### config.mk
export PLATFORM = sky130hd
export DESIGN_NAME = mac_array_sequencer_flat
export DESIGN_NICKNAME = d
export VERILOG_FILES = /design/src/rtl/mac_array_sequencer_if.sv /design/src/rtl/mac_array_sequencer.sv /design/src/flat_wrapper.sv
export SDC_FILE = /design/constraint.sdc
export NUM_CORES = 1
export LEC_CHECK = 0
export ABC_AREA = 1
export CAP_MARGIN = 40
export CELL_PAD_IN_SITES_DETAIL_PLACEMENT = 0
export CELL_PAD_IN_SITES_GLOBAL_PLACEMENT = 1
export CORE_ASPECT_RATIO = 0.75
export CORE_MARGIN = 4
export CORE_UTILIZATION = 40
export CTS_CLUSTER_DIAMETER = 200
export DETAILED_ROUTE_END_ITERATION = 8
export DONT_BUFFER_PORTS = 1
export GPL_TIMING_DRIVEN = 0
export MAX_ROUTING_LAYER = met4
export PLACE_DENSITY_LB_ADDON = 0.1
export SLEW_MARGIN = 20
export SYNTH_ARGS = -nofsm -noshare
export SYNTH_HDL_FRONTEND = slang
export SYNTH_SLANG_ARGS = --single-unit
### constraint.sdc
create_clock -name clk -period 14.8 [get_ports clk]
set_clock_uncertainty 0.05 [all_clocks]
set_input_delay 2.96 -clock clk [delete_from_list [all_inputs] [get_ports clk]]
set_output_delay 2.96 -clock clk [all_outputs]
set_load 0.05 [all_outputs]
### src/rtl/mac_array_sequencer_if.sv
// mac_array_sequencer_if: control, operand-read and result-write signals of the sequencer
interface mac_array_sequencer_if #(
    parameter int ROW   = 8,
    parameter int COL   = 4,
    parameter int WIDTH = 10
);
    localparam int RW = ($clog2(ROW) > 1) ? $clog2(ROW) : 1;
    localparam int CW = ($clog2(COL) > 1) ? $clog2(COL) : 1;
    logic             start;
    logic             abort;
    logic             busy;
    logic             done;
    logic             rd_en;
    logic [RW-1:0]    rd_row;
    logic [CW-1:0]    rd_col;
    logic [WIDTH-1:0] a_data;
    logic [WIDTH-1:0] b_data;
    logic             wr_en;
    logic [RW-1:0]    wr_row;
    logic [CW-1:0]    wr_col;
    logic [WIDTH-1:0] wr_data;
    logic             wr_ready;
    modport master (
        input  start, abort, a_data, b_data, wr_ready,
        output busy, done, rd_en, rd_row, rd_col, wr_en, wr_row, wr_col, wr_data
    );
    modport slave (
        output start, abort, a_data, b_data, wr_ready,
        input  busy, done, rd_en, rd_row, rd_col, wr_en, wr_row, wr_col, wr_data
    );
endinterface

### src/rtl/mac_array_sequencer.sv
// mac_array_sequencer: row-major sweep of two operand stores writing a[i][j]*b[j][i] per element
module mac_array_sequencer #(
    parameter int ROW   = 8,
    parameter int COL   = 4,
    parameter int WIDTH = 10
) (
    input  logic                  clk,
    input  logic                  rst_n,
    mac_array_sequencer_if.master bus
);
    localparam int RW = ($clog2(ROW) > 1) ? $clog2(ROW) : 1;
    localparam int CW = ($clog2(COL) > 1) ? $clog2(COL) : 1;
    localparam logic [RW-1:0] row_last = RW'(ROW - 1);
    localparam logic [CW-1:0] col_last = CW'(COL - 1);
    typedef enum logic [1:0] {IDLE, RUN, DRAIN} state_t;
    state_t state, state_nxt;
    logic [RW-1:0]    row_q, ret_row, skid_row, wr_row_q, src_row;
    logic [CW-1:0]    col_q, ret_col, skid_col, wr_col_q, src_col;
    logic [WIDTH-1:0] skid_a, skid_b, wr_data_q, src_a, src_b, prod;
    logic             ret_v, skid_v, wr_v, done_q;
    logic             rd, wr_free, wr_xfer, last_rd, last_wr, load;
    always_comb begin
        wr_xfer   = wr_v && bus.wr_ready;
        wr_free   = !wr_v || bus.wr_ready;
        rd        = state == RUN && !bus.abort && !skid_v && wr_free;
        last_rd   = rd && row_q == row_last && col_q == col_last;
        last_wr   = wr_xfer && wr_row_q == row_last && wr_col_q == col_last;
        load      = (skid_v || ret_v) && wr_free;
        src_a     = skid_v ? skid_a : bus.a_data;
        src_b     = skid_v ? skid_b : bus.b_data;
        src_row   = skid_v ? skid_row : ret_row;
        src_col   = skid_v ? skid_col : ret_col;
        prod      = src_a * src_b;
        state_nxt = bus.abort                   ? IDLE  :
                    state == IDLE && bus.start  ? RUN   :
                    state == RUN && last_rd     ? DRAIN :
                    state == DRAIN && last_wr   ? IDLE  : state;
    end
    always_ff @(posedge clk or negedge rst_n) begin
        if (!rst_n)
            state <= IDLE;
        else
            state <= state_nxt;
    end
    // The skid only ever fills while the write stage stalls, so it and the return slot are never both live.
    always_ff @(posedge clk or negedge rst_n) begin
        if (!rst_n) begin
            row_q     <= '0;
            col_q     <= '0;
            ret_v     <= 1'b0;
            ret_row   <= '0;
            ret_col   <= '0;
            skid_v    <= 1'b0;
            skid_a    <= '0;
            skid_b    <= '0;
            skid_row  <= '0;
            skid_col  <= '0;
            wr_v      <= 1'b0;
            wr_row_q  <= '0;
            wr_col_q  <= '0;
            wr_data_q <= '0;
            done_q    <= 1'b0;
        end else if (bus.abort) begin
            row_q  <= '0;
            col_q  <= '0;
            ret_v  <= 1'b0;
            skid_v <= 1'b0;
            wr_v   <= 1'b0;
            done_q <= 1'b0;
        end else begin
            done_q  <= state == DRAIN && last_wr;
            ret_v   <= rd;
            ret_row <= row_q;
            ret_col <= col_q;
            if (rd) begin
                col_q <= col_q == col_last ? '0 : col_q + 1'b1;
                if (col_q == col_last)
                    row_q <= row_q == row_last ? '0 : row_q + 1'b1;
            end
            if (load) begin
                wr_v      <= 1'b1;
                wr_row_q  <= src_row;
                wr_col_q  <= src_col;
                wr_data_q <= prod;
            end else if (wr_xfer) begin
                wr_v <= 1'b0;
            end
            if (ret_v && !wr_free) begin
                skid_v   <= 1'b1;
                skid_a   <= bus.a_data;
                skid_b   <= bus.b_data;
                skid_row <= ret_row;
                skid_col <= ret_col;
            end else if (skid_v && wr_free) begin
                skid_v <= 1'b0;
            end
        end
    end
    assign bus.busy    = state != IDLE;
    assign bus.done    = done_q;
    assign bus.rd_en   = rd;
    assign bus.rd_row  = row_q;
    assign bus.rd_col  = col_q;
    assign bus.wr_en   = wr_v;
    assign bus.wr_row  = wr_row_q;
    assign bus.wr_col  = wr_col_q;
    assign bus.wr_data = wr_data_q;
endmodule

### src/flat_wrapper.sv
// flat-port wrapper written by rule: the top's interface ports become plain ports
module mac_array_sequencer_flat 
#(
    parameter int ROW   = 8,
    parameter int COL   = 4,
    parameter int WIDTH = 10
)
  (clk, rst_n, bus_start, bus_abort, bus_a_data, bus_b_data, bus_wr_ready, bus_busy, bus_done, bus_rd_en, bus_rd_row, bus_rd_col, bus_wr_en, bus_wr_row, bus_wr_col, bus_wr_data);
  mac_array_sequencer_if #(.ROW(ROW), .COL(COL), .WIDTH(WIDTH)) bus_i ();
  input  logic clk;
  input  logic rst_n;
  input wire logic [$bits(bus_i.start)-1:0] bus_start;
  input wire logic [$bits(bus_i.abort)-1:0] bus_abort;
  input wire logic [$bits(bus_i.a_data)-1:0] bus_a_data;
  input wire logic [$bits(bus_i.b_data)-1:0] bus_b_data;
  input wire logic [$bits(bus_i.wr_ready)-1:0] bus_wr_ready;
  output wire logic [$bits(bus_i.busy)-1:0] bus_busy;
  output wire logic [$bits(bus_i.done)-1:0] bus_done;
  output wire logic [$bits(bus_i.rd_en)-1:0] bus_rd_en;
  output wire logic [$bits(bus_i.rd_row)-1:0] bus_rd_row;
  output wire logic [$bits(bus_i.rd_col)-1:0] bus_rd_col;
  output wire logic [$bits(bus_i.wr_en)-1:0] bus_wr_en;
  output wire logic [$bits(bus_i.wr_row)-1:0] bus_wr_row;
  output wire logic [$bits(bus_i.wr_col)-1:0] bus_wr_col;
  output wire logic [$bits(bus_i.wr_data)-1:0] bus_wr_data;
  assign bus_i.start = bus_start;
  assign bus_i.abort = bus_abort;
  assign bus_i.a_data = bus_a_data;
  assign bus_i.b_data = bus_b_data;
  assign bus_i.wr_ready = bus_wr_ready;
  assign bus_busy = bus_i.busy;
  assign bus_done = bus_i.done;
  assign bus_rd_en = bus_i.rd_en;
  assign bus_rd_row = bus_i.rd_row;
  assign bus_rd_col = bus_i.rd_col;
  assign bus_wr_en = bus_i.wr_en;
  assign bus_wr_row = bus_i.wr_row;
  assign bus_wr_col = bus_i.wr_col;
  assign bus_wr_data = bus_i.wr_data;
  mac_array_sequencer #(.ROW(ROW), .COL(COL), .WIDTH(WIDTH)) u_core (.clk(clk), .rst_n(rst_n), .bus(bus_i));
endmodule
==> results.cfg <==
[power_and_ir_drop]
swShare_pct = 42.26
p_per_area_mw_per_mm2 = 119.2
p_int_mw = 0.3066
total_power_mw = 0.5310
ir_drop_mv = 0.04931
p_switching_mw = 0.2244
combPwrFrac_pct = 32.2
p_leak_nw = 2.413
p_seq_share_pct = 44.3
clock_power_share_pct = 23.5

[yosys]
synth_fp_nets = 612
yosysTopAreaCell = dfrtp_1
yosys.area_share.adder_pct = 18.79
synth_top_family_by_area = simple AND/OR/NAND/NOR gates
synth-xor-area-share_pct = 0.8459
synth_cell_types = 32
ys_seq_area_share_pct = 33.84
ys_seq_elements = 56
yosys.area_share.simple_pct = 24.14
synthCells = 538
synth.area.mux_share_pct = 1.631
yosysTopAreaCellShare_pct = 33.84
synth_compound_area_share_pct = 9.486
synth_area_mm2 = 0.004141
yosys-top-cells-area = dfrtp_1, nand2_1, fa_1, inv_1, ha_1
yosys_warnings = 0
syn_area_per_cell_um2 = 7.698

[route]
remaining_drc_errors = 0
wirelength_um = 10170
vias = 3232
routed_via_density = 4.767
wl_per_cell_um = 15.00
drt_iter0_markers = 143
ant_nets = 0
detail_route.first_pass.iterations = 4

[hold_path]
min_path_type = flop to flop

[timing]
fin_crit_sh_pct = 50.51
slew_viol_final = 0
maxSlewHeadroom_pct = 59.05
worst_pin_slew_ns = 0.6102
rsz0062_at_grt = no
max_freq_mhz = 133.8
period_needed_ns = 7.476
tns_ns = 0
finalHoldViolations = 0
setup_viol = 0

[clocking]
post_cts_buffers = 0
post_cts_resized = 0
clock-sinks = 56
clk_latency_ns = 0.30
htree_num_levels = 2
clock-root-buffer = clkbuf_16
clkTransAtPathRegs_ns = 0.07
clk_path_buf_depth = 2
cts_made_buffers = 5
cts-hold-fix-buffers = 0
cts_tree = yes

[cells_and_area]
drive_gt1_share_pct = 8.425
nNetsFinal = 619
fin_area_mm2 = 0.004457
layout.cells.non_filler = 678
syn_to_final_growth_pct = 7.613
n_antenna_cell = 0

[setup_path]
cp.arrival_ns = 7.62
max_stage_delay_ns = 0.55
crit_buf_inv = 7
crit_type = primary input to flop
crit_chain = inv_1 -> o21ai_1 -> nand2_1 -> fa_1 -> inv_1 -> fa_1 -> inv_1 -> fa_1 -> inv_1 -> fa_1 -> inv_1 -> fa_1 -> inv_1 -> ha_1 -> a21oi_1 -> o21ai_0 -> a21o_1 -> inv_1 -> nand2_1 -> nand2_1 -> nand2_1 -> nand3_1 -> nand2_1
end_kind = flop
critPathLaunchType = primary input
crit_top_cell = inv_1
required_ns = 14.94
cp_slowest_cell = fa_1
cp_max_fo = 6
crit_family = adder cells

[grt]
grt_first_pass_wirelength_um = 16970
grt_start_max_net_pins = 57
track_usage_pct = 18.48
grt_pass1_vias = 3257
grt_antenna_before_repair = 0
overflow = 0

[flow_run]
cap_violations = 0

[placed_design]
io_buffers = 0
finalWeightedCongestion = 0.8270
placed_area_mm2 = 0.004307
dpl.cell_count = 670
dp_hpwl_um = 8016

[floorplanning]
dieArea_mm2 = 0.01206
die_h_um = 96.12
dieWidth_um = 125.5
num_rows = 31
io_pins = 49
core_region_area_mm2 = 0.009891
start_util_pct = 41.87

[outcome]
status = completed
-- layer usage --
layer	vias up	part of all wire [%]	global-route usage [%]
met5	-	0	-
met4	0	1.3	4.422
met1	1498	54	26.35
met3	12	4.3	3.993
li1	1664	-	-
met2	58	40	26.87
-- worst register-to-register path, cell delays in order (launching register included) --
cell,delay [ns]
dfrtp_1,0.37
buf_6,0.15
buf_6,0.15
o21ai_1,0.41
nand2_1,0.13
fa_1,0.52
inv_1,0.06
fa_1,0.49
inv_1,0.05
fa_1,0.48
inv_1,0.06
fa_1,0.55
inv_1,0.06
fa_1,0.53
inv_1,0.05
ha_1,0.33
a21oi_1,0.13
o21ai_0,0.10
a21o_1,0.18
inv_1,0.05
nand2_1,0.04
nand2_1,0.07
nand2_1,0.06
nand3_1,0.11
nand2_1,0.06
-- cells in the mapped netlist --
cell        n
xnor2_1     2
buf_6       3
dfrtp_1    56
nand2_2    12
o21ai_1     9
inv_1      94
o31ai_1     2
nand3b_1    2
ha_1       27
o21ai_4     1
fa_1       22
nor2_2      1
inv_2       3
xor2_1      2
buf_2       2
nor2_1     40
buf_4       1
a21o_1      1
mux2_2      6
nand4_1     5
o21ai_2     5
nand2_1   159
or2_2       1
nor3_1      2
o21ai_0    44
and2_1      1
clkbuf_1    6
inv_6       1
nand3_1    16
nand2_4     2
buf_12      1
a21oi_1     9
-- layout by cell type (no fill, tap or decap), types with 3 or more instances in the layout --
cell	instances
nand2_1	159
inv_1	94
dfrtp_1	56
o21ai_0	44
nor2_1	40
ha_1	27
fa_1	22
nand3_1	16
nand2_2	12
o21ai_1	9
a21oi_1	9
clkbuf_1	7
mux2_2	6
o21ai_2	5
nand4_1	5
clkbuf_16	5
buf_6	3
inv_2	3
-- kinds of logic (layout without fill, tap and decap cells) --
logic type,Yosys count,count (layout)
DFF,56,56
buffers and inverters,111,119
xor gates and xnor gates,4,4
and+or+nand+nor,241,241
muxes,6,6
AOI/OAI and AO/OA,71,71
adders and majority gates,49,49
-- per-stage QoR --
| step | utilization (%) | setup WS, ns | hold WS (ns) |
|---|---|---|---|
| floorplan | - | 7.578 | 0.3979 |
| finish | 45.06 | 7.324 | 0.4339 |
| global placement | 43.54 | 7.022 | 0.4124 |
| detailed placement | 43.54 | 7.006 | 0.4179 |
| CTS | 45.06 | 7.288 | 0.4358 |
| global route | 45.06 | 7.028 | 0.4528 |
-- layout make-up --
class / instances / area (um2)
tap: 132 / 165.2
fill: 1029 / 5434
sequential: 56 / 1401
inverter: 98 / 372.9
multi-input combinational: 371 / 2273
buffer: 13 / 93.84
clock inverter: 1 / 7.507
clock buffer: 7 / 142.6
-- state kept, by name, indices dropped and copies added (netlist names), 2 cells and up --
| register | flops |
|---|---|
| u_core.bus.wr_data | 10 |
| u_core.skid_a | 10 |
| u_core.skid_b | 10 |
| u_core.bus.rd_row | 3 |
| u_core.bus.wr_row | 3 |
| u_core.ret_row | 3 |
| u_core.skid_row | 3 |
| u_core.bus.rd_col | 2 |
| u_core.bus.wr_col | 2 |
| u_core.ret_col | 2 |
| u_core.skid_col | 2 |
| u_core.state | 2 |
-- final timing paths --
path | startpoint | end | slack, ns | cells after the start
max in group asynchronous | rst_n | u_core.bus.rd_col[0] | 12.29 | 0
setup / recovery | bus_b_data[1] | u_core.bus.wr_data[9] | 7.32 | 23
setup reg to reg | u_core.skid_v | u_core.bus.wr_data[9] | 9.47 | 24
hold / removal | u_core.skid_col[0] | u_core.skid_col[0] | 0.43 | 2
min in group asynchronous | rst_n | u_core.bus.wr_row[2] | 2.30 | 0
hold reg to reg | u_core.skid_col[0] | u_core.skid_col[0] | 0.43 | 2
-- power groups by stage --
stage               combinational (mW)  sequential [mW]  clock (mW)
floorplan                        0.137            0.235           0
global placement                 0.170            0.238           0
detailed placement               0.172            0.239           0
CTS                              0.173            0.236       0.126
global route                     0.203            0.239       0.134
finish                           0.171            0.235       0.125
Note: power is estimated with default switching activity, not from simulation.
==> RTL change 1, RTL diff (same flow settings) <==
Re-encode `state_t` (3 states) as one-hot, 3 bits wide.
--- a/src/rtl/mac_array_sequencer.sv
+++ b/src/rtl/mac_array_sequencer.sv
@@ -13,5 +13,5 @@
     localparam logic [RW-1:0] row_last = RW'(ROW - 1);
     localparam logic [CW-1:0] col_last = CW'(COL - 1);
-    typedef enum logic [1:0] {IDLE, RUN, DRAIN} state_t;
+    typedef enum logic [2:0] {IDLE = 3'b001, RUN = 3'b010, DRAIN = 3'b100} state_t;
     state_t state, state_nxt;
     logic [RW-1:0]    row_q, ret_row, skid_row, wr_row_q, src_row;
Formal check against the unedited RTL: no difference found for any inputs over 4 cycles, from zero or initial values and one cycle with rst_n low; so few cycles prove little.
==> RTL change 1 against the unedited design <==
- setup slack better by 0.38 ns
- sequential cell count up 1
- register-to-register slack better by 0.32 ns
- clock power up 69%
- routed wire length up 3.0%
- cell area up 7.1%
- via count up 7.1%
- synthesized area up 3.8%
- power up 17%
- non-clock buffer count up 1
==> RTL change 1: results (changes against the unedited design) <==
| Item | Reported | vs unedited |
| --- | --- | --- |
| XOR/XNOR share of the synthesized area | 0.0180 | +0.00958 |
| Worst-case reg-to-reg path depth | 18 | -25% |
| Proportion of layout cells with a drive suffix above 1 | 0.0936 | +0.00934 |
| Run status | finished, final reports clean |  |
| Met3 Wirelength | 630 um | +43% |
| Register clock-pin slew on the reported worst setup and hold paths | 0.05 ns | -0.02 ns |
| Met2 layer usage reported by global route | 0.234 | -0.0346 |
| Power density over cell area | 130 nW/um^2 | +9.2% |
| Clock network contribution to total cell area | 0.0634 | +0.0297 |
| Most frequent cells after synthesis | sky130_fd_sc_hd__nand2_1 (176), sky130_fd_sc_hd__inv_1 (97), sky130_fd_sc_hd__dfrtp_1 (56) |  |
| Initial DRT Pass Iterations | 5 | +1 |
| Final Instance Count excl. Fillers | 713 | +5.2% |
| GP Congestion | 0.856 | +3.4% |
| Highest ir drop seen on vdd | 0.0601 mV | +22% |
| H-tree depth | 3 | +1 |
| Insertion delay of the later-clocked pin in the worst-skew pair | 0.33 ns | +0.03 ns |
| Detail-routed via count per cell | 4.86 | +1.9% |
| Portion of netlist area occupied by mux cells | 0.0131 | -0.00322 |
| Final routed wirelength across all metal layers | 10500 um | +3.0% |
| HPWL after DPL | 8290 um | +3.4% |
| #MultiIn Comb | 390 | +5.1% |
| Maximum number of pins on one net before global-route repair | 58 | +1.8% |
| M1 wire length | 5650 um | +2.4% |
| Part of the total power dissipated in sequential elements | 0.386 | -0.057 |
| Cell types occupying the most area after synthesis | sky130_fd_sc_hd__dfrtp_1 (33%), sky130_fd_sc_hd__nand2_1 (15%), sky130_fd_sc_hd__fa_1 (10%) |  |
| Register Area | 1430 sq um | +1.9% |
| Post-synthesis net count | 635 | +3.8% |
| Worst-margin pin slew | 0.586 ns | -0.0240 ns |
| Vias in the first global route | 3343 | +2.6% |
| Worst path arrival time | 7.31 ns | -0.31 ns |
| Sequential area share after synthesis | 0.332 | -0.00639 |
| Global-route met1 utilization | 0.281 | +0.0175 |
| Global routing met3 resource utilization | 0.0448 | +0.00490 |
| Adder-cell share of the synthesized area | 0.181 | -0.00694 |
| Gr usage total | 0.182 | -0.00273 |
| Static leakage power | 2.56 nW | +5.9% |
| Signal buffers share of area | 0.0228 | +0.00175 |
| TritonCTS sink count | 57 | +1.8% |
| Relative contribution of the clock network to total power | 0.339 | +0.104 |
| Proportion of cell area occupied by multi-input gates | 0.500 | -0.00971 |
| Gate Count Post-Synth | 561 | +4.3% |
| Fill cell total of the finished layout | 1041 | +1.2% |
RTL change 1: per-stage QoR:
| stage | worst slack, ns | area, sq um |
|---|---|---|
| after global placement | 7.41 | 4470 |
| after floorplan | 7.91 | 4300 |
| after global routing | 7.35 | 4770 |
| after CTS | 7.67 | 4770 |
| final | 7.70 | 4770 |
| after detailed placement | 7.34 | 4470 |
RTL change 1: worst register-to-register path: stages (launching register included):
cell and delay (ns):
sky130_fd_sc_hd__dfrtp_1 0.38, sky130_fd_sc_hd__buf_6 0.14, sky130_fd_sc_hd__o21ai_1 0.42, sky130_fd_sc_hd__inv_1 0.23, sky130_fd_sc_hd__nand2_1 0.13, sky130_fd_sc_hd__fa_1 0.44
sky130_fd_sc_hd__fa_1 0.51, sky130_fd_sc_hd__inv_1 0.05, sky130_fd_sc_hd__fa_1 0.48, sky130_fd_sc_hd__fa_1 0.56, sky130_fd_sc_hd__fa_1 0.52, sky130_fd_sc_hd__ha_1 0.34
sky130_fd_sc_hd__a21oi_1 0.14, sky130_fd_sc_hd__o21ai_0 0.08, sky130_fd_sc_hd__a31oi_1 0.21, sky130_fd_sc_hd__inv_1 0.06, sky130_fd_sc_hd__nand3_1 0.08, sky130_fd_sc_hd__nand3_1 0.08
sky130_fd_sc_hd__nand2_1 0.06
RTL change 1: how the worst max path moves through the flow:
stage	from	end	slack (ns)	cells after the start
floorplan	bus_b_data[1]	u_core.bus.wr_data[9]	7.91	17
global placement	bus_b_data[1]	u_core.bus.wr_data[9]	7.41	17
detailed placement	bus_b_data[1]	u_core.bus.wr_data[9]	7.34	17
CTS	bus_b_data[1]	u_core.bus.wr_data[9]	7.67	17
global route	bus_b_data[1]	u_core.bus.wr_data[9]	7.35	17
finish	bus_b_data[1]	u_core.bus.wr_data[9]	7.70	17
==> RTL change 2, RTL diff (same settings) <==
Without the edit above. `COL` is set to 4 in 3 places; all go to 8.
--- a/src/rtl/mac_array_sequencer_if.sv
+++ b/src/rtl/mac_array_sequencer_if.sv
@@ -2,5 +2,5 @@
 interface mac_array_sequencer_if #(
     parameter int ROW   = 8,
-    parameter int COL   = 4,
+    parameter int COL   = 8,
     parameter int WIDTH = 10
 );
--- a/src/rtl/mac_array_sequencer.sv
+++ b/src/rtl/mac_array_sequencer.sv
@@ -2,5 +2,5 @@
 module mac_array_sequencer #(
     parameter int ROW   = 8,
-    parameter int COL   = 4,
+    parameter int COL   = 8,
     parameter int WIDTH = 10
 ) (
--- a/src/flat_wrapper.sv
+++ b/src/flat_wrapper.sv
@@ -3,5 +3,5 @@
 #(
     parameter int ROW   = 8,
-    parameter int COL   = 4,
+    parameter int COL   = 8,
     parameter int WIDTH = 10
 )
Interface: changed (resized bus_rd_col and bus_wr_col); port bits go from 49 to 51. No check against the original RTL was run, so the function may have changed too.
==> RTL change 2 against the unedited design <==
- clock power increased by 66%
- highest routed layer unchanged
- largest cell class unchanged
- maximum frequency rose by 2.5%
- synthesized area rose by 4.6%
- routed wire length grew 2.1%
- sequential cell count up 4
- cell area rose by 8.1%
- setup slack improved by 0.18 ns
- count of clock-buffer cells in the layout rose by 5
- power grew 23%
- sequential power is 12% higher
- synthesized cell count increased by 6.3%
==> RTL change 2: results (changes against the unedited design) <==
| Item | Reported | vs unedited |
| --- | --- | --- |
| Run status | finished, final reports clean |  |
| Post-place setup slack | 7.13 ns | +0.122 ns |
| Worst path arrival time | 7.46 ns | -0.16 ns |
| Register clock-pin slew on the reported worst setup and hold paths | 0.05 ns | -0.02 ns |
| Global-route met1 utilization | 0.277 | +0.0137 |
| Proportion of layout cells with a drive suffix above 1 | 0.0578 | -0.0264 |
| Post-synthesis net count | 647 | +5.7% |
| Number of CTS-inserted buffers | 9 | +4 |
| H-tree depth | 3 | +1 |
| Most frequent cells after synthesis | sky130_fd_sc_hd__nand2_1 (170), sky130_fd_sc_hd__inv_1 (109), sky130_fd_sc_hd__dfrtp_1 (60) |  |
| Inst Count DP | 710 | +6.0% |
| Cell types occupying the most area after synthesis | sky130_fd_sc_hd__dfrtp_1 (35%), sky130_fd_sc_hd__nand2_1 (15%), sky130_fd_sc_hd__fa_1 (10%) |  |
| Vias in the first global route | 3419 | +5.0% |
| Number of DRC markers after the initial detailed-route iteration | 145 | +1.4% |
| Worst max-slew margin expressed relative to the limit | 0.550 | -0.0400 |
| HPWL after DPL | 8380 um | +4.5% |
| Maximum number of pins on one net before global-route repair | 61 | +7.0% |
| M1 wire length | 5530 um | +0.14% |
| GP Congestion | 0.827 | about the same |
| Slowest Stage Delay on Critical Path | 0.57 ns | +0.02 ns |
| Final routed wire length divided by cell count | 14.3 um | -4.4% |
| Global-route wire length before repair | 17600 um | +3.9% |
| Maximum fanout encountered on the critical timing path | 7 | +1 |
| Gr usage total | 0.184 | -0.000651 |
| Gate Count Post-Synth | 572 | +6.3% |
| Met3 Wirelength | 625 um | +42% |
| Met2 layer usage reported by global route | 0.243 | -0.0257 |
| Global routing met3 resource utilization | 0.0476 | +0.00763 |
[RTL change 2: changes by cell type in the layout (fill, tap and decap cells not counted), sizes merged, moves of 3 or more]
cell    before  now
dfrtp       56   60
mux2         6    0
o211ai       0    4
nor4         0    4
clkbuf      13   21
xnor2        2    5
o21ai       59   69
nand4        5    2
nand2      173  170
nand3       16   20
inv         98  112
[RTL change 2: final cells by class]
class                   instances  area [sq um]  area share
plain buffers                  16          96.3      0.0200
clock buffers                  12           256      0.0533
clock inverters                 2          35.0     0.00727
inverters                     112           420      0.0873
multi-input cells             384          2310       0.480
flip-flops and latches         60          1500       0.312
well taps                     136           170      0.0353
repair buffers                  2          22.5     0.00468
[RTL change 2: final timing paths]
| check | start | end | depth (start not counted) | slack (ns) |
|---|---|---|---|---|
| max in group asynchronous | rst_n | u_core.skid_b[2] | 0 | 12.32 |
| worst min-delay path | u_core.ret_row[1] | u_core.ret_row[1] | 2 | 0.43 |
| worst max-delay path | bus_a_data[2] | u_core.bus.wr_data[9] | 19 | 7.50 |
| min in group asynchronous | rst_n | u_core.bus.wr_col[2] | 0 | 2.27 |
| worst max register to register | u_core.skid_v | u_core.bus.wr_data[9] | 22 | 9.55 |
| worst min register to register | u_core.ret_row[1] | u_core.ret_row[1] | 2 | 0.43 |
[RTL change 2: cell families (layout without fill, tap and decap cells)]
| family | after synthesis | in the layout | synth area share |
|---|---|---|---|
| DFF | 60 | 60 | 0.347 |
| xor gates and xnor gates | 7 | 7 | 0.0142 |
| and+or+nand+nor | 237 | 237 | 0.219 |
| AOI/OAI and AO/OA | 90 | 90 | 0.118 |
| buffers and inverters | 128 | 144 | 0.119 |
| adders and majority gates | 50 | 50 | 0.183 |
[RTL change 2: report_power, final]
group	switching [mW]	internal (mW)
combinational	0.108	0.0740
clock	0.0697	0.137
sequential	0.0767	0.187
